`src/rtl/muller_c_pkg.sv`:
```
// Shared types and defaults for the Muller C-element scheduler.
package muller_c_pkg;

  // Controller states; FLUSH is the reset state.
  typedef enum logic [2:0] {
    ST_FLUSH,
    ST_IDLE,
    ST_DRIVE,
    ST_WAIT,
    ST_RESP
  } state_t;

  localparam int SYNC_STAGES_DEF    = 2;
  localparam int TIMEOUT_CYCLES_DEF = 15;

endpackage

```
`src/rtl/muller_c_sync.sv`:
```
// Multi-flop synchronizer for the asynchronous C-element output.
module muller_c_sync
  import muller_c_pkg::*;
#(
  parameter int SYNC_STAGES = SYNC_STAGES_DEF
) (
  input  logic clk,
  input  logic rst,
  input  logic async_in,
  output logic sync_out
);

  logic [SYNC_STAGES-1:0] chain;

  // Shift the raw input through the flop chain; the chain clears on reset.
  always_ff @(posedge clk) begin
    if (rst) chain <= '0;
    else     chain <= {chain[SYNC_STAGES-2:0], async_in};
  end

  assign sync_out = chain[SYNC_STAGES-1];

endmodule

```
`src/rtl/muller_c_sched.sv`:
```
// Round-robin scheduler sharing one Muller C-element between clocked requesters.
//
// Handshake: requester i transfers on a rising edge where req_valid[i] and
// req_ready[i] are both high. req_ready is only ever one-hot and only in IDLE;
// req_a/req_b are sampled on that transfer edge and nowhere else. rsp_valid is
// a one-cycle strobe with no back-pressure; rsp_id/rsp_c/rsp_timeout are valid
// while it is high.
module muller_c_sched
  import muller_c_pkg::*;
#(
  parameter int NUM_REQ        = 4,
  parameter int SYNC_STAGES    = SYNC_STAGES_DEF,
  parameter int TIMEOUT_CYCLES = TIMEOUT_CYCLES_DEF,
  parameter int CNT_W          = 4,
  parameter int ID_W           = 2
) (
  input  logic               wb_clk_i,
  input  logic               wb_rst_i,
  input  logic [NUM_REQ-1:0] req_valid,
  input  logic [NUM_REQ-1:0] req_a,
  input  logic [NUM_REQ-1:0] req_b,
  output logic [NUM_REQ-1:0] req_ready,
  output logic               rsp_valid,
  output logic [ID_W-1:0]    rsp_id,
  output logic               rsp_c,
  output logic               rsp_timeout,
  output logic               c_a,
  output logic               c_b,
  input  logic               c_y,
  output logic               busy
);

  state_t            state;
  logic [ID_W-1:0]   ptr;
  logic [ID_W-1:0]   op_id;
  logic [CNT_W-1:0]  cnt;
  logic [CNT_W-1:0]  cnt_inc;
  logic              sync_y;
  logic              grant_found;
  logic [ID_W-1:0]   grant_id;
  logic [ID_W-1:0]   ptr_next;
  logic [ID_W:0]     cand_sum;
  logic [ID_W-1:0]   cand;

  muller_c_sync #(
    .SYNC_STAGES(SYNC_STAGES)
  ) u_sync (
    .clk     (wb_clk_i),
    .rst     (wb_rst_i),
    .async_in(c_y),
    .sync_out(sync_y)
  );

  // Round-robin pick: first valid index at or after the pointer, wrapping; IDLE only.
  always_comb begin
    grant_found = 1'b0;
    grant_id    = '0;
    cand_sum    = '0;
    cand        = '0;
    if (state == ST_IDLE) begin
      for (int i = 0; i < NUM_REQ; i++) begin
        cand_sum = {1'b0, ptr} + (ID_W+1)'(i);
        if (cand_sum >= (ID_W+1)'(NUM_REQ)) cand_sum = cand_sum - (ID_W+1)'(NUM_REQ);
        cand = cand_sum[ID_W-1:0];
        if (!grant_found && req_valid[cand]) begin
          grant_found = 1'b1;
          grant_id    = cand;
        end
      end
    end
  end

  // One-hot grant derived from the pick.
  always_comb begin
    req_ready = '0;
    if (grant_found) req_ready[grant_id] = 1'b1;
  end

  assign ptr_next = (grant_id == ID_W'(NUM_REQ - 1)) ? '0 : grant_id + ID_W'(1);
  // Counter value including the current cycle, so a compare hits on the Nth cycle.
  assign cnt_inc  = cnt + CNT_W'(1);
  assign busy     = (state != ST_IDLE);

  // Controller: flush, arbitrate, drive the element, wait for settle/timeout, respond.
  always_ff @(posedge wb_clk_i) begin
    if (wb_rst_i) begin
      state       <= ST_FLUSH;
      c_a         <= 1'b0;
      c_b         <= 1'b0;
      rsp_valid   <= 1'b0;
      rsp_timeout <= 1'b0;
      rsp_c       <= 1'b0;
      rsp_id      <= '0;
      ptr         <= '0;
      op_id       <= '0;
      cnt         <= '0;
    end else begin
      rsp_valid <= 1'b0;
      case (state)
        ST_FLUSH: begin
          c_a <= 1'b0;
          c_b <= 1'b0;
          cnt <= cnt_inc;
          if (!sync_y || cnt_inc == CNT_W'(TIMEOUT_CYCLES)) begin
            state <= ST_IDLE;
            cnt   <= '0;
          end
        end
        ST_IDLE: begin
          if (grant_found) begin
            // Operands go straight into the drive flops so the element sees
            // them the cycle after transfer; c_a/c_b double as the latched a/b.
            c_a   <= req_a[grant_id];
            c_b   <= req_b[grant_id];
            op_id <= grant_id;
            ptr   <= ptr_next;
            state <= ST_DRIVE;
          end
        end
        ST_DRIVE: begin
          cnt   <= '0;
          state <= ST_WAIT;
        end
        ST_WAIT: begin
          cnt <= cnt_inc;
          if (c_a == c_b) begin
            if (sync_y == c_a) begin
              state       <= ST_RESP;
              rsp_valid   <= 1'b1;
              rsp_c       <= sync_y;
              rsp_timeout <= 1'b0;
              rsp_id      <= op_id;
            end else if (cnt_inc == CNT_W'(TIMEOUT_CYCLES)) begin
              state       <= ST_RESP;
              rsp_valid   <= 1'b1;
              rsp_c       <= sync_y;
              rsp_timeout <= 1'b1;
              rsp_id      <= op_id;
            end
          end else if (cnt_inc == CNT_W'(SYNC_STAGES)) begin
            // Hold case: element keeps its value; wait only for the synchronizer.
            state       <= ST_RESP;
            rsp_valid   <= 1'b1;
            rsp_c       <= sync_y;
            rsp_timeout <= 1'b0;
            rsp_id      <= op_id;
          end
        end
        ST_RESP: begin
          state <= ST_IDLE;
        end
        default: begin
          state <= ST_FLUSH;
        end
      endcase
    end
  end

endmodule

```
`config.mk`:
```
export PLATFORM = sky130hd
export DESIGN_NAME = muller_c_sched
export DESIGN_NICKNAME = d
export VERILOG_FILES = /design/src/rtl/muller_c_pkg.sv /design/src/rtl/muller_c_sync.sv /design/src/rtl/muller_c_sched.sv
export SDC_FILE = /design/constraint.sdc
export NUM_CORES = 1
export LEC_CHECK = 0
export ABC_AREA = 1
export CAP_MARGIN = 20
export CORE_MARGIN = 2
export CORE_UTILIZATION = 35
export CTS_CLUSTER_SIZE = 12
export DETAILED_ROUTE_END_ITERATION = 7
export MAX_ROUTING_LAYER = met4
export PLACE_DENSITY_LB_ADDON = 0.2
export SLEW_MARGIN = 40
export SYNTH_ARGS = -nofsm -noshare
export SYNTH_HDL_FRONTEND = slang
export SYNTH_HIERARCHICAL = 1
export SYNTH_SLANG_ARGS = --single-unit
```
`constraint.sdc`:
```
create_clock -name wb_clk_i -period 1.56 [get_ports wb_clk_i]
set_input_delay 0.156 -clock wb_clk_i [delete_from_list [all_inputs] [get_ports wb_clk_i]]
set_output_delay 0.156 -clock wb_clk_i [all_outputs]
set_load 0.01 [all_outputs]
```
==> results of run 1 <==
layout make-up:
type / instances / area [µm²] / share of cell area [%]
clock inverter: 1 / 30.0 / 1.32
inverter: 40 / 163 / 7.14
tap: 48 / 60.1 / 2.64
sequential: 20 / 409 / 18.0
timing repair buffer: 70 / 602 / 26.4
clock buffer: 3 / 41.3 / 1.81
multi-input combinational: 147 / 973 / 42.7
logic make-up after synthesis:
logic type | Yosys count
buffers and inverters | 43
xor gates and xnor gates | 4
and+or+nand+nor | 111
AOI/OAI and AO/OA | 25
DFF | 20
adders and majority gates | 7
tightest hold or removal path, cell delays in order:
cell and delay [ns]:
clkdlybuf4s50_1 0.39, inv_1 0.05, nor2_1 0.03
worst max path at each step:
stage,end,slack [ns]
5_1_grt,req_ready[3],-0.70
6_report,req_ready[3],-0.60
4_1_cts,req_ready[2],-0.52
3_5_place_dp,req_ready[2],-0.84
3_3_place_gp,req_ready[2],-0.82
2_1_floorplan,req_ready[1],-0.07
cell usage in the layout (no fill, tap or decap), types with 2 or more instances in the layout:
cell	count
nand3_2	6
dfxtp_4	2
o21ai_0	4
nor2_2	4
inv_1	31
a21oi_1	10
buf_2	3
dfxtp_1	17
inv_2	5
inv_4	3
clkdlybuf4s50_1	21
clkbuf_8	3
o21ai_1	3
nand3_1	12
nor2_4	3
ha_1	3
nand4_1	4
ha_4	3
nand2_4	6
nand2_1	48
buf_4	37
xnor2_2	2
buf_6	8
nor2_1	10
nand2_2	13
a21oi_2	5
report_power, final:
group          internal [mW]  switching, mW  leakage (nW)  total (mW)
Sequential             0.617          0.104         0.165       0.721
Combinational           1.03           1.12         0.898        2.15
Clock                  0.343          0.187        0.0357       0.530
sequential cells by signal (all words and copies together) (netlist names):
signal        flops
c_a               1
c_b               1
cnt               4
op_id             2
ptr               2
rsp_c             1
rsp_id            2
rsp_timeout       1
rsp_valid         1
state             3
u_sync/chain      2
layer usage:
| layer | wire length [µm] | share of wire (%) | up-vias | track usage, % |
|---|---|---|---|---|
| li1 | - | - | 793 | - |
| met1 | 1710 | 47 | 669 | 21.9 |
| met2 | 1790 | 49 | 20 | 30.3 |
| met3 | 106 | 2.9 | 4 | 4.09 |
| met4 | 46 | 1.3 | 0 | 7.65 |
| met5 | 0 | 0 | - | - |
timing repair:
| action | in CTS | in global routing |
|---|---|---|
| gates resized for setup | 44 | 32 |
| hold endpoints to repair | 0 | 0 |
| endpoints found under the setup margin | 19 | 22 |
| buffers inserted | 10 | 8 |
| pin swaps | 14 | 18 |
through the flow:
stage | instances | TNS, ns | hold slack, ns | instance area, µm² | utilization [%]
2_1_floorplan | 210 | -0.253 | 0.227 | 1380 | -
3_3_place_gp | 308 | -8.65 | 0.389 | 1890 | 50.7
3_5_place_dp | 308 | -8.23 | 0.399 | 1890 | 50.7
4_1_cts | 322 | -6.03 | 0.395 | 2100 | 56.5
5_1_grt | 329 | -10.59 | 0.446 | 2280 | 61.3
6_report | 329 | -8.83 | 0.398 | 2280 | 61.3
==> out/results.ini, run 1 <==
[logic_synthesis]
synth_common_cells = nand2_1 (59), inv_1 (36), dfxtp_1 (20)
synthArstFlopShare_pct = 0
yosys_register_bits = 20
synth-edff-count = 0
synth_cells = 210
synth_top_area_share_pct = 29.4
synthXorXnorAreaFrac_pct = 2.57
ys_warn_count = 6
yosys-top-cells-area = dfxtp_1 (29%), nand2_1 (16%), inv_1 (9.9%)
synthMuxAreaShare_pct = 0
ys_seq_area_share_pct = 29.4
synthFlopType = dfxtp_1
synth.cell_area_um2 = 1360
yosysTopAreaCell = dfxtp_1
synth-simple-area-share_pct = 39.2
synthAdderAreaFrac_pct = 6.42
syn_avg_cell_area_um2 = 6.49
synth_most_common_cell = nand2_1
synth_top_family_by_area = simple AND/OR/NAND/NOR gates
synth.distinct_cells = 28
syn-num-nets = 232
synth_compound_area_share_pct = 10.1

[worst_setup_path]
path_delay_family = simple AND/OR/NAND/NOR gates
crit_top_cell = nand2_2
timing.critical_path.depth = 14
worstPathMaxFanout = 5
ff2ff_setup_slack_ns = -0.57
required_ns = 1.40
crit_type = reg -> out
r2r_cells = 16
path_buf_inv = 4
endpoint_kind = primary output
max_stage_delay_ns = 0.38
cp_cell_sequence = buf_6 > nand2_2 > nand2_2 > nand2_2 > nand2_2 > nor2_4 > nand3_2 > nand2_2 > nand3_4 > inv_4 > ha_4 > inv_2 > nor2_4 > buf_6
cp_slowest_cell = dfxtp_4
crit_arrival_ns = 2.01
setup.worst_path.start = ptr[0]$_SDFFE_PP0P_
cp-start-kind = flop
r2r_start = ptr[0]$_SDFFE_PP0P_
r2r_end = rsp_c$_SDFFE_PP0P_

[drt]
ant_nets = 0
vias = 1486
wl_per_cell_um = 11.1
routed_wirelength_mm = 3.65
drtPass1Iterations = 4
routed_via_density = 4.52
drt_iter0_markers = 93
drc_errors = 0

[clocking]
cts_max_path_buffers = 2
ctsHoldBuffers = 0
htree_num_levels = 1
cts_root_buf = clkbuf_8
cts.sinks = 20
cts-buffers-inserted = 3
path_clk_slew_ns = 0.08
cts_tree = built
clock_latency_ns = 0.27

[min_path]
worst_hold_path.endpoint = u_sync/chain[0]$_SDFF_PP0_
hold_class = in -> reg
min_delay_path_depth = 3
min-delay-start = c_y

[pwr]
power.density_nw_per_um2 = 1490
irDropWorstVdd_mv = 0.860
p_leak_nw = 1.10
p_total_mw = 3.40

[cells_and_area]
fin_nets = 304
syn_to_final_growth_pct = 67.1
final.fill_count = 314
n_antenna_cell = 0
final_layout_size_suffix_gt1_share_pct = 39.5

[floorplanning]
die_x_um = 66.4
initial_core_util_pct = 36.7
rows = 22
dieArea_um2 = 4410
io_pins = 27
die-height_um = 66.4
core_area_um2 = 3720

[run_status]
violations = setup timing
outcome = finished, violations left

[placement]
gp_congestion = 0.820
dp_slack_ns = -0.844
port_buffers = 26
hpwl_mm = 2.45

[sta]
min_period_ns = 2.16
fin_skew_ns = 0.00544
finalSetupViolations = 18
hold_viol_final = 0
clock.fmax_ghz = 0.462
worst_slew_pin_slew_ns = 0.433
drv_slew = 0
worst_slack_ns = -0.605
relSlewSlack_pct = 70.8
rsz0062_at_grt = true
fin_crit_sh_pct = 139

[global_route]
grt_usage_pct = 18.5
grt_pass1_vias = 1435
grt_overflow = 0
grt_antenna_before_repair = 0
grt_pass1_wl_mm = 6.10
grt_max_degree = 13

[job]
cap_violations = 0

(Power assumes the default switching activity.)
==> inputs of run 2 (changes only) <==
Settings changed: CAP_MARGIN 20 to 30, PLACE_DENSITY_LB_ADDON 0.2 to not set.
==> run 2 against run 1 <==
Net effect: the flow still finishes with violations (setup timing); power down 2.5%; critical path type unchanged; clock power down 2%; die area unchanged; first-iteration DRC count down 37%; flip-flop and latch count unchanged; global-route usage down 2.0 points; final cell count down 2.4%; cell area down 2.8%; sequential share of layout area up 0.46 points; highest routed layer unchanged; routed wire length down 6.2%; critical endpoint is now req_ready[1]; count of clock-buffer cells in the layout unchanged.
==> out/results.ini, run 2 (synthesized netlist as in run 1, its figures left out) <==
[run_status]
outcome = finished, violations left
violations = setup timing

[cells_and_area]
multi_input_area_um2 = 980
top_regs = cnt x4, state x3
top_register = cnt
final_layout_size_suffix_gt1_share_pct = 39.9
mostFrequentLayoutCells = nand2_1 (48), inv_1 (29), buf_4 (29)
fin_nets = 296
largest_reg_flops = 4
regArea_um2 = 408
final.fill_count = 347
stdcell_area_um2 = 2210
n_antenna_cell = 0
syn_to_final_growth_pct = 62.4
layout_commonest_cell = nand2_1

[floorplanning]
die-height_um = 66.4
io_pins = 27
die_x_um = 66.4
core_area_um2 = 3720
rows = 22
dieArea_um2 = 4410
initial_core_util_pct = 36.7

[global_route]
met2_usage_pct = 27.5
grtUsageMet3_pct = 3.07
grt_antenna_before_repair = 0
grt_overflow = 0
grt_usage_pct = 16.5
grt_max_degree = 13
grt_pass1_vias = 1362
busiest_layer = met2
use_met1_pct = 21.3
grt_pass1_wl_mm = 5.58

[pwr]
p_total_mw = 3.32
irDropWorstVdd_mv = 0.652
p_leak_nw = 1.07
power.density_nw_per_um2 = 1500

[drt]
wl_per_cell_um = 10.7
drc_errors = 0
routed_via_density = 4.55
drt_iter0_markers = 59
routed_wirelength_mm = 3.42
ant_nets = 0
vias = 1462
drtPass1Iterations = 4

[clocking]
htree_num_levels = 1
path_clk_slew_ns = 0.08
clock_latency_ns = 0.26
cts.sinks = 20
cts_max_path_buffers = 2
cts_root_buf = clkbuf_8
cts-buffers-inserted = 3
cts_tree = built

[sta]
relSlewSlack_pct = 70.3
drv_slew = 0
finalSetupViolations = 18
timing.setup.tns_ns = -5.12
worst_slack_ns = -0.559
min_period_ns = 2.12
fin_crit_sh_pct = 136
rsz0062_at_grt = true
clock.fmax_ghz = 0.472
hold_viol_final = 0
worst_slew_pin_slew_ns = 0.442
fin_skew_ns = 0.00187

[worst_setup_path]
cp_cell_sequence = buf_6 > nand2_2 > nand2_2 > nand2_2 > nand2_4 > nor2_4 > nand3_2 > nand2_2 > nand3_4 > inv_4 > ha_4 > inv_2 > nor2_2 > buf_2
path_delay_family = simple AND/OR/NAND/NOR gates
max_stage_delay_ns = 0.38
cp_slowest_cell = dfxtp_4
crit_top_cell = nand2_2
worstPathMaxFanout = 6
ff2ff_setup_slack_ns = -0.39
crit_type = reg -> out
path_buf_inv = 4
required_ns = 1.40
cp-start-kind = flop
crit_arrival_ns = 1.96
endpoint_kind = primary output

[placement]
hpwl_mm = 2.46
gp_congestion = 0.862
port_buffers = 26
dp_slack_ns = -0.840
place_area_um2 = 1900

[min_path]
hold_class = in -> reg

[job]
cap_violations = 0

run 2: what timing repair did:
action | in CTS | in global routing
hold buffers | 0 | 0
cloned | 0 | 0
resized for setup | 43 | 37
pin swaps | 12 | 14
setup endpoints to repair | 19 | 22
buffers inserted | 4 | 4
run 2: path summary, 6_finish.rpt:
path	from	to	cells after the start
worst max-delay path	ptr[0]$_SDFFE_PP0P_	req_ready[1]	14
worst min-delay path	c_y	u_sync/chain[0]$_SDFF_PP0_	3
worst max register to register	ptr[0]$_SDFFE_PP0P_	c_a$_SDFFE_PP0P_	16
worst min register to register	u_sync/chain[0]$_SDFF_PP0_	u_sync/chain[1]$_SDFF_PP0_	2
run 2: metrics by stage:
stage / util, % / cells / hold slack (ns)
floorplan: - / 210 / 0.227
detailed placement: 51.1 / 310 / 0.403
global placement: 51.1 / 310 / 0.390
CTS: 55.5 / 318 / 0.397
global route: 59.6 / 321 / 0.426
finish: 59.6 / 321 / 0.399
run 2: final cells by class:
cell class	instances	area share (%)
Clock buffer	3	1.86
Clock inverter	1	1.36
Inverter	40	7.23
Multi-Input combinational cell	147	44.2
Sequential cell	20	18.4
Tap cell	48	2.71
Timing Repair Buffer	62	24.2
run 2: worst register-to-register path, delay by kind of cell (launching register included):
| kind | cells | cell delay (ns) |
|---|---|---|
| AO/OA/AOI/OAI | 1 | 0.10 |
| AND/OR/NAND/NOR | 12 | 0.98 |
| buffers and inverters | 3 | 0.42 |
| flip-flops | 1 | 0.38 |
run 2: power breakdown:
group	internal, mW	leakage (nW)	switching [mW]
clock	0.343	0.0357	0.178
sequential	0.617	0.164	0.100
combinational	0.985	0.869	1.09
run 2: metal layers:
| metal | part of all wire, % | up-vias |
|---|---|---|
| met5 | 0 | - |
| met4 | 0.41 | 0 |
| met3 | 3.2 | 2 |
| met2 | 47 | 25 |
| met1 | 50 | 659 |
| li1 | - | 776 |
==> inputs of run 3 (changes only) <==
Settings changed: CTS_CLUSTER_SIZE 12 to 25.
Clock period 1.56 ns to 2.41 ns, I/O delays scaled along.
==> run 3 against run 2 <==
Net effect: the flow now finishes without violations; routed wire length is 16% lower; critical path depth unchanged; hold slack improved by 0.0073 ns; combinational power shrank 54%; power is 47% lower; register-to-register slack improved by 0.89 ns; utilization is 9.3 points lower; die area stayed put; flip-flop and latch count unchanged; clock power fell by 35%; final cell count decreased by 5.6%; critical endpoint is now req_ready[2]; largest cell class unchanged; highest routed layer unchanged.
==> out/results.ini, run 3 (synthesized netlist as in run 1, its figures left out) <==
[min_path]
min_delay_path_depth = 2
min-delay-start = u_sync/chain[0]$_SDFF_PP0_
hold_class = reg -> reg
worst_hold_path.endpoint = u_sync/chain[1]$_SDFF_PP0_

[global_route]
grt_pass1_wl_mm = 5.26
grt_antenna_before_repair = 0
grt_max_degree = 13
grt_pass1_vias = 1234
grt_overflow = 0
grt_usage_pct = 15.4

[worst_setup_path]
r2r_cells = 16
max_stage_delay_ns = 0.37
ff2ff_setup_slack_ns = 0.50
crit_type = reg -> out
required_ns = 2.17
crit_top_cell = nand2_2
endpoint_kind = primary output
r2r_end = c_a$_SDFFE_PP0P_
worstPathMaxFanout = 6
r2r_start = ptr[0]$_SDFFE_PP0P_
crit_arrival_ns = 2.02
cp-start-kind = flop
cp_slowest_cell = dfxtp_4
cp_cell_sequence = buf_4 > nand2_2 > nand2_2 > nand2_2 > nand2_2 > nor2_4 > nand3_2 > nand2_2 > nand3_4 > buf_4 > ha_1 > inv_1 > nor2_1 > clkbuf_2

[floorplanning]
core_area_um2 = 3720
io_pins = 27
rows = 22
initial_core_util_pct = 36.7
die-height_um = 66.4
dieArea_um2 = 4410
die_x_um = 66.4

[sta]
clock.fmax_ghz = 0.442
relSlewSlack_pct = 67.5
worst_slew_pin_slew_ns = 0.482
finalSetupViolations = 0
hold_viol_final = 0
fin_hold_ws_ns = 0.407
min_period_ns = 2.26
fin_crit_sh_pct = 93.8
drv_slew = 0
timing.setup.tns_ns = 0
fin_skew_ns = 0.00284

[clocking]
cts_tree = built
cts.sinks = 20
cts_root_buf = clkbuf_8
clock_latency_ns = 0.26
path_clk_slew_ns = 0.08
ctsHoldBuffers = 0
cts_max_path_buffers = 2
cts-buffers-inserted = 3
htree_num_levels = 1

[drt]
wl_per_cell_um = 9.48
routed_via_density = 4.40
drt_iter0_markers = 58
drtPass1Iterations = 4
ant_nets = 0
drc_errors = 0
vias = 1334
routed_wirelength_mm = 2.87

[cells_and_area]
final_layout_size_suffix_gt1_share_pct = 20.4
multi_input_area_um2 = 805
syn_to_final_growth_pct = 37.1
final.fill_count = 386
n_antenna_cell = 0
layout_commonest_cell = nand2_1
regArea_um2 = 405
top_regs = cnt x4, state x3
top_register = cnt
mostFrequentLayoutCells = nand2_1 (59), inv_1 (34), clkdlybuf4s50_1 (22)
fin_nets = 278
largest_reg_flops = 4
layout.cells.non_filler = 303
stdcell_area_um2 = 1870

[run_status]
outcome = finished clean

[placement]
port_buffers = 26
place_area_um2 = 1790
placed_cells = 298
gp_congestion = 0.885
hpwl_mm = 2.29

[job]
cap_violations = 0

[pwr]
irDropWorstVdd_mv = 0.501
p_total_mw = 1.76
p_leak_nw = 0.922
power.density_nw_per_um2 = 942

-- run 3: area by class of cell --
cell class	instances	area share [%]
multi-input combinational	147	43.0
clock buffer	3	2.21
tap	48	3.21
clock inverter	1	1.61
timing repair buffer	44	20.1
sequential	20	21.7
inverter	40	8.17
-- run 3: worst max-delay path by stage --
stage	from	end	slack, ns	cells after the start
3_5_place_dp	req_valid[1]	req_ready[2]	-0.22	14
4_1_cts	ptr[0]$_SDFFE_PP0P_	req_ready[0]	0.007	14
3_3_place_gp	req_valid[1]	req_ready[2]	-0.21	14
2_1_floorplan	ptr[0]$_SDFFE_PP0P_	req_ready[1]	0.57	12
6_report	ptr[0]$_SDFFE_PP0P_	req_ready[2]	0.15	14
5_1_grt	ptr[0]$_SDFFE_PP0P_	req_ready[0]	-0.0009	15
-- run 3: stage by stage --
| stage | worst slack (ns) | utilization, % |
|---|---|---|
| global placement | -0.211 | 48.2 |
| CTS | 0.00666 | 50.2 |
| global route | -0.000912 | 50.3 |
| detailed placement | -0.221 | 48.2 |
| floorplan | 0.573 | - |
| finish | 0.150 | 50.3 |
-- run 3: layer usage --
metal  part of all wire [%]  wire length [µm]  track usage (%)  up-vias
li1                       -                 -                -      743
met1                     54              1540             21.5      572
met2                     43              1220             22.5       15
met5                      0                 0                -        -
met4                   0.73                21             3.06        0
met3                    3.2                92             3.75        4
-- run 3: critical path: cells and delay by family, from the launching register on --
kind                       cells  cell delay, ns
DFF                            1            0.37
and+or+nand+nor                9            0.72
adders and majority gates      1            0.17
buffers and inverters          4            0.48
-- run 3: where the power goes --
| group | switching, mW | total (mW) | internal (mW) |
|---|---|---|---|
| sequential | 0.0663 | 0.464 | 0.398 |
| combinational | 0.537 | 0.960 | 0.423 |
| clock | 0.115 | 0.337 | 0.222 |
-- run 3: repair_timing --
action | 4_1_cts | 5_1_grt
gates resized for setup | 8 | 12
hold endpoints to repair | 0 | 0
pin swaps | 0 | 3
setup buffers | 0 | 1
endpoints found under the setup margin | 4 | 4
